File: src/rtl/fetch_unit.sv
// Instruction fetch FSM: one outstanding imem request, word held for the decoder until consumed.
// Latency: response in cycle M gives instr_valid in cycle M+1; no new request while a word is held.
// Optional FETCH_MISALIGN_CHECK_EN: misaligned redirects park the unit in FAULT until an aligned redirect.
module fetch_unit #(
  parameter logic [31:0] RESET_PC = 32'h0000_0000
) (
  input  logic        clk,
  input  logic        rst,
  output logic        imem_req_valid,
  input  logic        imem_req_ready,
  output logic [31:0] imem_req_addr,
  input  logic        imem_rsp_valid,
  input  logic [31:0] imem_rsp_data,
  input  logic        redirect_valid,
  input  logic [31:0] redirect_pc,
  output logic        instr_valid,
  input  logic        instr_ready,
  output logic [31:0] instr,
  output logic [31:0] instr_pc,
  output logic        fetch_fault
);

  typedef enum logic [1:0] {S_REQ, S_WAIT, S_HOLD, S_FAULT} state_t;

  state_t      state_q, state_d;
  logic [31:0] pc_q, instr_q, instr_pc_q;
  logic        discard_q;
  logic [31:0] redirect_tgt;
  logic        redirect_bad;
  logic        redirect_ok;

`ifdef FETCH_MISALIGN_CHECK_EN
  assign redirect_tgt = redirect_pc;
  assign redirect_bad = redirect_valid && (redirect_pc[1:0] != 2'b00);
`else
  assign redirect_tgt = redirect_pc & 32'hFFFF_FFFC;
  assign redirect_bad = 1'b0;
`endif
  assign redirect_ok = redirect_valid && !redirect_bad;

  always_ff @(posedge clk or posedge rst) begin
    if (rst) state_q <= S_REQ;
    else     state_q <= state_d;
  end

  always_comb begin
    state_d = state_q;
    if (redirect_bad) begin
      state_d = S_FAULT;
    end else begin
      case (state_q)
        S_REQ:   if (imem_req_ready) state_d = S_WAIT;
        // A redirect coinciding with the response, or an earlier one, kills the word.
        S_WAIT:  if (imem_rsp_valid) state_d = (discard_q || redirect_valid) ? S_REQ : S_HOLD;
        S_HOLD:  if (redirect_valid || instr_ready) state_d = S_REQ;
        S_FAULT: if (redirect_valid) state_d = S_REQ;
        default: state_d = S_REQ;
      endcase
    end
  end

  always_comb begin
    imem_req_valid = 1'b0;
    instr_valid    = 1'b0;
    fetch_fault    = 1'b0;
    case (state_q)
      S_REQ:   imem_req_valid = !rst;
      S_HOLD:  instr_valid    = 1'b1;
`ifdef FETCH_MISALIGN_CHECK_EN
      S_FAULT: fetch_fault    = 1'b1;
`endif
      default: ;
    endcase
  end

  always_ff @(posedge clk or posedge rst) begin
    if (rst) begin
      pc_q       <= RESET_PC;
      discard_q  <= 1'b0;
      instr_q    <= 32'h0;
      instr_pc_q <= 32'h0;
    end else begin
      if (redirect_ok)
        pc_q <= redirect_tgt;
      else if (state_q == S_HOLD && instr_ready)
        pc_q <= pc_q + 32'd4;

      if (redirect_bad)
        discard_q <= 1'b0;
      else if (state_q == S_REQ && imem_req_ready)
        discard_q <= redirect_valid;
      else if (state_q == S_WAIT)
        discard_q <= imem_rsp_valid ? 1'b0 : (discard_q | redirect_valid);

      if (state_q == S_WAIT && imem_rsp_valid && !discard_q && !redirect_valid) begin
        instr_q    <= imem_rsp_data;
        instr_pc_q <= pc_q;
      end
    end
  end

  assign imem_req_addr = pc_q;
  assign instr         = instr_q;
  assign instr_pc      = instr_pc_q;

endmodule

File: config.mk
export PLATFORM = sky130hd
export DESIGN_NAME = fetch_unit
export DESIGN_NICKNAME = d
export VERILOG_FILES = /design/src/rtl/fetch_unit.sv
export SDC_FILE = /design/constraint.sdc
export NUM_CORES = 1
export LEC_CHECK = 0
export ABC_AREA = 1
export ABC_CLOCK_PERIOD_IN_PS = 7550
export CAP_MARGIN = 10
export CORE_MARGIN = 2
export CORE_UTILIZATION = 25
export DETAILED_ROUTE_END_ITERATION = 8
export GPL_TIMING_DRIVEN = 1
export REMOVE_ABC_BUFFERS = 1
export SLEW_MARGIN = 20
export SYNTH_ARGS = -nofsm -noshare
export SYNTH_HDL_FRONTEND = slang
export SYNTH_SLANG_ARGS = --single-unit
export TNS_END_PERCENT = 100
File: constraint.sdc
create_clock -name clk -period 7.55 [get_ports clk]
set_input_delay 1.51 -clock clk [delete_from_list [all_inputs] [get_ports clk]]
set_output_delay 1.51 -clock clk [all_outputs]
set_load 0.01 [all_outputs]
==> results.md <==
* Pin count of the biggest net entering global routing at 56
* Worst rel slew slack at 42.64%
* Cell repeated most along the worst path: clkdlybuf4s50_1
* CTS tree: built
* YS warnings at 0
* Area of the multi-input gates at 0.002038 sq mm
* Critical Path Source Type: input pin
* Dpl hpwl at 10190 um
* CP Class: in2out
* Clock latency on the worst-skew pair at 0.35 ns
* Yosys cell types at 31
* Pre-CTS setup slack at 3.378 ns
* Die Ht at 141.9 um
* Setup Fix Bufs, Post-CTS at 0
* Setup violators final at 0
* Pre-antenna DRT Iters at 4
* Clk_skew at 0.009487 ns
* VDD IR max at 0.09956 mV
* Hold Fails Final Rpt at 0
* Number of nets in the layout at 791
* DR WL/cell at 14.64 um
* Gr usage total at 14.12%
* Synthesized area at 0.004752 sq mm
* Post-Syn Instances at 567
* # diodes at 0
* First-pass GRT wire length at 21890 um
* Post-synth top cells: 161 x nand2_1, 95 x dfrtp_1, 79 x nor2_1, 46 x inv_1, 39 x o21ai_0
* Vias per inst at 4.409
* Placement Rows at 50
* Top cell type's share of synthesized area at 50.03%
* Async SR Flop Fraction at 100.0%
* Slew @ Worst Pin at 0.8578 ns
* PwrDens at 325.9 mW/mm^2
* Port-buffer cells at 161
* Storage element area at 0.002377 sq mm
* Max-cap viol count at 0
* Leading cell type by number of instances after synthesis: nand2_1
* Crit path required time at 6.04 ns
* Share of post-route cells with drive strength above 1 at 9.379%
* Die Wd at 141.9 um
* Clk pin slew, worst setup/hold paths at 0.06 ns
* Post-synth EDFFs at 0
* Initial DRC count at 179
* RSZ-0062 raised after global routing: no
* Total gr overflow at 0
* Die outline area at 0.02013 sq mm
* Area Growth Syn to Fin at 44.47%
* Leakage at 0.003049 uW
* Register area share after synthesis at 50.03%
* Critical path cell sequence: clkdlybuf4s50_1 -> nor2_1 -> clkdlybuf4s50_1
* Fin Hold WS at 0.4824 ns
* Slowest cell on the critical path: clkdlybuf4s50_1
* Syn avg cell area at 8.381 sq um
* I/O pin cnt at 169
* Final ANT Viol Nets at 0
* Critical R2R Launch: state_q[1]
* Status: complete, no violations
* Setup crit start: rst
* Final WL at 14040 um
* Setup slack after layout at 3.398 ns
* Sinks on Clock Net at 95
* Slew Limit Fails at 0
* Worst Hold Class: reg2reg
* Initial antenna violation count at 0
* Post-route DRC violation count at 0
* Synth area leader: dfrtp_1
* Worst r2r dst: instr[13]
* Max Fclk at 240.8 MHz
* Main area contributors after synthesis: dfrtp_1 50%, nand2_1 13%, mux2_2 8.8%
* CP endpoint: imem_req_valid
* Gp weighted congestion at 0.7679
* CTS Buffer Depth at 2
* Min Tclk post-route at 4.152 ns
* CTS Hold Buffers Added at 0
* Setup TNS at 0 ns
* Max incr delay on CP at 0.55 ns
* FF-to-FF path depth at 4
* Root buf cell: clkbuf_16
* Vias in the first global route at 3954
* Cts repair resizes at 0
* Core ar. at 0.01871 sq mm
* Setup crit end kind: output pin
* Via count at 4228
* R2r setup slk at 5.45 ns
* Yosys reg bits at 95
* WP data arrival at 2.64 ns
* Initial core utilization at 25.40%
* Total CTS buffers at 9
* Most common flop cell mapped by yosys: dfrtp_1
* H-tree depth at 3
* FILL cells at 1912
* CP max FO at 2
* Final worst-path cycle share at 54.99%
cells in the final DEF, fill, tap and decap left out:
master,netlist,layout
o21ai_1,3,3
inv_2,1,1
nand2_1,161,161
inv_4,0,1
clkbuf_1,4,1
nand4_1,1,1
nand4_4,1,1
dfrtp_1,95,95
o22ai_1,4,4
mux2_2,37,37
xor2_1,1,1
a22o_1,2,2
buf_4,5,3
o21bai_1,1,1
clkbuf_8,0,4
o21ai_0,39,39
o211ai_1,5,5
a31oi_1,3,3
nor2_2,4,4
ha_1,1,1
a21oi_1,11,11
a211oi_1,1,1
and2_1,1,1
clkdlybuf4s50_1,0,161
nor3_1,5,5
nor2_1,79,79
nand2_2,2,2
clkbuf_16,0,9
nor2_4,3,3
inv_1,46,45
bufinv_16,0,2
nand2_4,1,1
conb_1,1,5
nand3_1,32,32
worst min-delay path by stage:
stage	slack, ns	startpoint	to	cells after the start
after floorplan	0.50	state_q[1]	state_q[1]	2
after global placement	0.47	instr_pc[20]	instr_pc[20]	2
after detailed placement	0.47	instr_pc[17]	instr_pc[17]	2
after CTS	0.49	instr_pc[17]	instr_pc[17]	2
after global routing	0.51	instr_pc[17]	instr_pc[17]	2
final	0.48	instr_pc[15]	instr_pc[15]	2
state kept, by name, summed over array words and instances (netlist names):
name,flops
instr_pc,30
state_q,2
instr,32
imem_req_addr,30
discard_q,1
per-layer routing:
layer	wire length, um	vias to the layer above	global-route usage (%)
met5	0	-	0
met2	6564	120	22.87
met1	6384	1973	18.22
met4	252	0	5.632
met3	840	13	3.375
li1	-	2122	-
report_power, final:
group	total (uW)	internal [uW]	switching (uW)	leakage [uW]
Sequential	831	705	126	0.00114
Combinational	882	507	375	0.00174
Clock	525	327	198	0.000169
through the flow:
step | power, uW | instance area, sq um | utilization (%) | std cells
after floorplan | 1210 | 4592 | - | 545
after global placement | 1718 | 6521 | 34.86 | 943
after detailed placement | 1736 | 6521 | 34.86 | 943
after CTS | 2272 | 6865 | 36.70 | 959
after global routing | 2392 | 6865 | 36.70 | 959
final | 2238 | 6865 | 36.70 | 959
critical path: cells and delay by family:
family	cells	cell delay [ns]
buffers and inverters	2	1.01
AND/OR/NAND/NOR	1	0.13
kinds of logic after synthesis:
kind of cell               count (synthesis)  synth area share [%]
and+or+nand+nor                          290                 25.30
xor gates and xnor gates                   1                0.1843
muxes                                     37                 8.768
adders and majority gates                  1                0.2633
buffers and inverters                     73                 7.398
AOI/OAI and AO/OA                         69                 7.978
DFF                                       95                 50.03
other                                      1               0.07891
area by class of cell:
type                            instances  share of cell area [%]
Clock buffer                           14                   4.137
Clock inverter                          2                  0.8748
Inverter                               47                   2.606
Multi-Input combinational cell        403                   29.69
Sequential cell                        95                   34.63
Tap cell                              234                   4.265
Timing Repair Buffer                  164                   23.80
No activity file was read; power rests on OpenSTA's default activity.
